[src/rtl/hazard_pkg.sv]
// hazard_pkg: shared state encoding, forwarding selects and instruction field positions
package hazard_pkg;
  typedef enum logic [1:0] {RUN = 2'd0, STALL = 2'd1, FLUSH = 2'd2} state_t;
  localparam logic [1:0] FWD_RF    = 2'b00;
  localparam logic [1:0] FWD_EXMEM = 2'b10;
  localparam logic [1:0] FWD_MEMWB = 2'b01;
  localparam int RS1_LSB = 15;
  localparam int RS2_LSB = 20;
endpackage

[src/rtl/hazard_ctrl_fwd_sel.sv]
// fwd_sel: combinational EX operand forwarding select (EX/MEM beats MEM/WB, x0 never forwards)
module fwd_sel
  import hazard_pkg::*;
#(
  parameter int REGW = 5
) (
  input  logic [REGW-1:0] rs,
  input  logic            exmem_regwrite,
  input  logic [REGW-1:0] exmem_rd,
  input  logic            memwb_regwrite,
  input  logic [REGW-1:0] memwb_rd,
  output logic [1:0]      sel
);
  always_comb
    sel = (exmem_regwrite && exmem_rd != '0 && exmem_rd == rs) ? FWD_EXMEM :
          (memwb_regwrite && memwb_rd != '0 && memwb_rd == rs) ? FWD_MEMWB : FWD_RF;
endmodule

[src/rtl/hazard_ctrl.sv]
// hazard_ctrl: load-use stall, branch flush, EX forwarding selects and saturating stall counter
module hazard_ctrl
  import hazard_pkg::*;
#(
  parameter int N        = 32,
  parameter int REGW     = 5,
  parameter int LOAD_LAT = 1,
  parameter int BR_FLUSH = 1,
  parameter int CNTW     = 16
) (
  input  logic            clk,
  input  logic            rst,
  input  logic [N-1:0]    instruction,
  input  logic            idex_memread,
  input  logic [REGW-1:0] idex_rd,
  input  logic [REGW-1:0] idex_rs1,
  input  logic [REGW-1:0] idex_rs2,
  input  logic            exmem_regwrite,
  input  logic [REGW-1:0] exmem_rd,
  input  logic            memwb_regwrite,
  input  logic [REGW-1:0] memwb_rd,
  input  logic            branch_taken,
  output logic            pc_write,
  output logic            ifid_write,
  output logic            ifid_flush,
  output logic            idex_bubble,
  output logic [1:0]      fwd_a,
  output logic [1:0]      fwd_b,
  output logic [CNTW-1:0] stall_count
);
  state_t          r_state, w_state_next;
  logic [2:0]      r_cnt, w_cnt_next;
  logic [CNTW-1:0] r_stall_count;
  logic [REGW-1:0] w_rs1, w_rs2;
  logic            w_lu_hit;
  logic [1:0]      w_fwd_a, w_fwd_b;
  assign w_rs1    = instruction[RS1_LSB +: REGW];
  assign w_rs2    = instruction[RS2_LSB +: REGW];
  assign w_lu_hit = idex_memread && idex_rd != '0 && (idex_rd == w_rs1 || idex_rd == w_rs2);
  fwd_sel #(.REGW(REGW)) u_fwd_a (
    .rs(idex_rs1), .exmem_regwrite(exmem_regwrite), .exmem_rd(exmem_rd),
    .memwb_regwrite(memwb_regwrite), .memwb_rd(memwb_rd), .sel(w_fwd_a)
  );
  fwd_sel #(.REGW(REGW)) u_fwd_b (
    .rs(idex_rs2), .exmem_regwrite(exmem_regwrite), .exmem_rd(exmem_rd),
    .memwb_regwrite(memwb_regwrite), .memwb_rd(memwb_rd), .sel(w_fwd_b)
  );
  assign fwd_a       = rst ? FWD_RF : w_fwd_a;
  assign fwd_b       = rst ? FWD_RF : w_fwd_b;
  assign stall_count = r_stall_count;
  // Outputs are forced to their idle values while rst is high so a reset never leaves a bubble.
  always_comb begin
    w_state_next = RUN;
    w_cnt_next   = '0;
    pc_write     = 1'b1;
    ifid_write   = 1'b1;
    ifid_flush   = 1'b0;
    idex_bubble  = 1'b0;
    if (!rst) begin
      if (branch_taken) begin
        ifid_flush   = 1'b1;
        idex_bubble  = 1'b1;
        w_state_next = (BR_FLUSH == 2) ? FLUSH : RUN;
      end else if (r_state == STALL) begin
        pc_write     = 1'b0;
        ifid_write   = 1'b0;
        idex_bubble  = 1'b1;
        w_cnt_next   = r_cnt - 3'd1;
        w_state_next = (r_cnt == 3'd1) ? RUN : STALL;
      end else if (r_state == FLUSH) begin
        ifid_flush  = 1'b1;
        idex_bubble = 1'b1;
      end else if (w_lu_hit) begin
        pc_write     = 1'b0;
        ifid_write   = 1'b0;
        idex_bubble  = 1'b1;
        w_state_next = (LOAD_LAT == 1) ? RUN : STALL;
        w_cnt_next   = 3'(LOAD_LAT - 1);
      end
    end
  end
  always_ff @(posedge clk) begin
    if (rst) begin
      r_state       <= RUN;
      r_cnt         <= '0;
      r_stall_count <= '0;
    end else begin
      r_state <= w_state_next;
      r_cnt   <= w_cnt_next;
      if (!pc_write && r_stall_count != '1) r_stall_count <= r_stall_count + 1'b1;
    end
  end
endmodule
[config.mk]
export PLATFORM = sky130hd
export DESIGN_NAME = hazard_ctrl
export DESIGN_NICKNAME = d
export VERILOG_FILES = /design/src/rtl/hazard_pkg.sv /design/src/rtl/hazard_ctrl_fwd_sel.sv /design/src/rtl/hazard_ctrl.sv
export SDC_FILE = /design/constraint.sdc
export NUM_CORES = 1
export LEC_CHECK = 0
export BUFFER_PORTS_ARGS = -buffer_cell sky130_fd_sc_hd__buf_2
export CORE_UTILIZATION = 25
export DETAILED_ROUTE_END_ITERATION = 10
export PLACE_DENSITY = 0.49
export SYNTH_ARGS = -nofsm -noshare
export SYNTH_HDL_FRONTEND = slang
export SYNTH_SLANG_ARGS = --single-unit
export TNS_END_PERCENT = 1
[constraint.sdc]
create_clock -name clk -period 2.74 [get_ports clk]
set_clock_uncertainty 0.2 [all_clocks]
set_input_delay 0.548 -clock clk [delete_from_list [all_inputs] [get_ports clk]]
set_output_delay 0.548 -clock clk [all_outputs]
set_load 0.1 [all_outputs]
==> results.cfg <==
[power_and_ir_drop]
p_seq_frac = 0.425
switching_share = 0.287
power.internal_uw = 488
powerDensity_nw_per_um2 = 319
leakagePower_uw = 0.000915
peakVddDrop_v = 0.000142
power_frac_comb = 0.231
p_sw_uw = 196
power_frac_clock = 0.345

[run]
maxCapViolCount = 0

[route]
drtIter0Drc = 81
first_pass_iters = 4
vias = 1529
drcViolationCount = 0
viasPerCell = 4.69
postRouteAntennaNets = 0
avgRoutedWirePerCell_um = 12.4
drt-total-wl_mm = 4.03

[clock_tree]
cts_tree = done
post_cts_buffers = 0
cts_max_level = 1
clock_latency_ns = 0.27
cts_buffers = 3
cts_sinks = 20
clock_path_buffers = 2
clkTransAtPathRegs_ns = 0.08
cts-root-buf = clkbuf_8

[setup_path]
worst-path-max-fanout = 18
end_kind = output port
critical_path_required_ns = 1.99
crit_path_frequent_cell = buf_12
cp_cell_sequence = buf_2 > or4_4 > o21ai_2 > buf_4 > o41ai_4 > inv_2 > buf_12 > buf_12
slowest_stage = or4_4
path_class = in2out
start_kind = primary input
max_stage_delay_ns = 0.51
cp.arrival_ns = 1.94

[synthesis]
seq_area_frac_synth = 0.279
netlist.area_leader.share = 0.279
ys_seq_elements = 20
yosys_warnings = 0
synth_area_um2 = 1430
yosys-top-cells-area = dfxtp_1 28%, xor2_1 11%, xnor2_1 7.9%
synth.avg_cell_area_um2 = 8.28
synth_edf_count = 0
syn_inst = 173
syn-num-nets = 239
ys_types = 38
synth-main-ff-cell = dfxtp_1
synthArstFlopShare = 0
synth_area_leader_cell = dfxtp_1

[timing]
rsz0062_at_grt = yes
finalHoldViolCount = 0
fmax_mhz = 373
slew_headroom = 0.666
post-route-period-util = 0.979
drv_slew = 0
worstMarginPinSlew_ns = 0.505
finalCriticalPeriod_ns = 2.68
setup_viol_count_final = 0
fin_tns_setup_ns = 0
worst_slack_ns = 0.0563
whs_ns = 0.253

[floorplan]
die_y_um = 77.7
die_area_um2 = 6040
rows = 27
pin_count = 87
die_x_um = 77.7
coreArea_um2 = 5510
start_util = 0.260

[finish]
final_layout_size_suffix_gt1_frac = 0.409
post-route-util = 0.389
syn2layout_area_growth_pct = 49.7
final_cell_mix = 59 x buf_2, 20 x dfxtp_1, 19 x buf_4
final_cell_area_um2 = 2140
diodes = 0
fin_nets = 321
final_common_cell = buf_2

[global_route]
grt.total_usage = 0.138
grt.overflow.total = 0
grt_pass1_vias = 1381
antenna_found_initial = 0
grt_max_degree = 20
grt_pass1_wl_mm = 6.64

[place]
gp_congestion = 0.773
io_buffers = 64
detailedPlace.worstSlack_ns = 0.00132
dpl.hpwl_mm = 3.21
dpl_cell_area_um2 = 2070

[hold_path]
hold_class = reg2reg

[status]
status = complete, no violations
-- worst paths after layout --
| path | cells after the start | endpoint | slack, ns | startpoint |
|---|---|---|---|---|
| max | 8 | pc_write | 0.06 | idex_rd[2] |
| min reg2reg | 1 | r_cnt[0] | 0.25 | r_cnt[0] |
| max reg2reg | 7 | stall_count[15] | 0.45 | stall_count[0] |
| min | 1 | r_cnt[0] | 0.25 | r_cnt[0] |
-- cells by family after synthesis --
| logic type | Yosys count | synth area share |
|---|---|---|
| and+or+nand+nor | 70 | 0.266 |
| xor gates and xnor gates | 31 | 0.190 |
| muxes | 4 | 0.0297 |
| adders and majority gates | 3 | 0.0262 |
| buffers and inverters | 13 | 0.0410 |
| DFF | 20 | 0.279 |
| AOI/OAI and AO/OA | 32 | 0.168 |
-- state kept, by name (all words and copies together), names as in the netlist --
signal	count
r_cnt	3
r_state	1
stall_count	16
-- per-layer routing --
metal | track usage | part of all wire | vias to the layer above
li1 | - | - | 792
met1 | 0.180 | 0.48 | 687
met2 | 0.227 | 0.45 | 46
met3 | 0.0259 | 0.053 | 4
met4 | 0.0491 | 0.011 | 0
met5 | 0 | 0 | -
-- power by group through the flow --
stage,Combinational [uW],Sequential (uW),Clock [uW]
after global routing,171,291,254
after floorplan,82.3,299,0
after global placement,155,298,0
final,158,291,236
after detailed placement,156,298,0
after CTS,158,291,246
-- timing repair --
action | 4_1_cts | 5_1_grt
hold buffers | 0 | 0
gates resized for setup | 1 | 3
pin swaps | 0 | 1
endpoints found under the setup margin | 1 | 5
-- layout make-up --
class	count	area, um^2
fillers	569	3360
flip-flops and latches	20	400
repair buffers	83	538
well taps	72	90.1
clock buffers	4	55.1
inverters	7	28.8
multi-input cells	140	1030
-- cell usage after synthesis, drive strengths merged, types with 3 or more instances --
cell	number
dfxtp	20
xor2	18
nand3	14
nor2	13
xnor2	13
a21oi	12
nand2	11
or4	8
inv	7
o21ai	7
nor3	6
buf	4
nor4	4
o31ai	4
o41ai	4
or3	4
ha	3
-- stage by stage --
| stage | total power (uW) | instances |
|---|---|---|
| floorplan | 381 | 173 |
| global placement | 453 | 322 |
| detailed placement | 454 | 322 |
| CTS | 695 | 326 |
| global route | 716 | 326 |
| finish | 685 | 326 |
-- worst max-delay path, delay by kind of cell --
| kind | cells | cell delay [ns] |
|---|---|---|
| buffers and inverters | 5 | 0.67 |
| and+or+nand+nor | 1 | 0.51 |
| AOI/OAI and AO/OA | 2 | 0.21 |
Power figures use the tool's default switching activity.
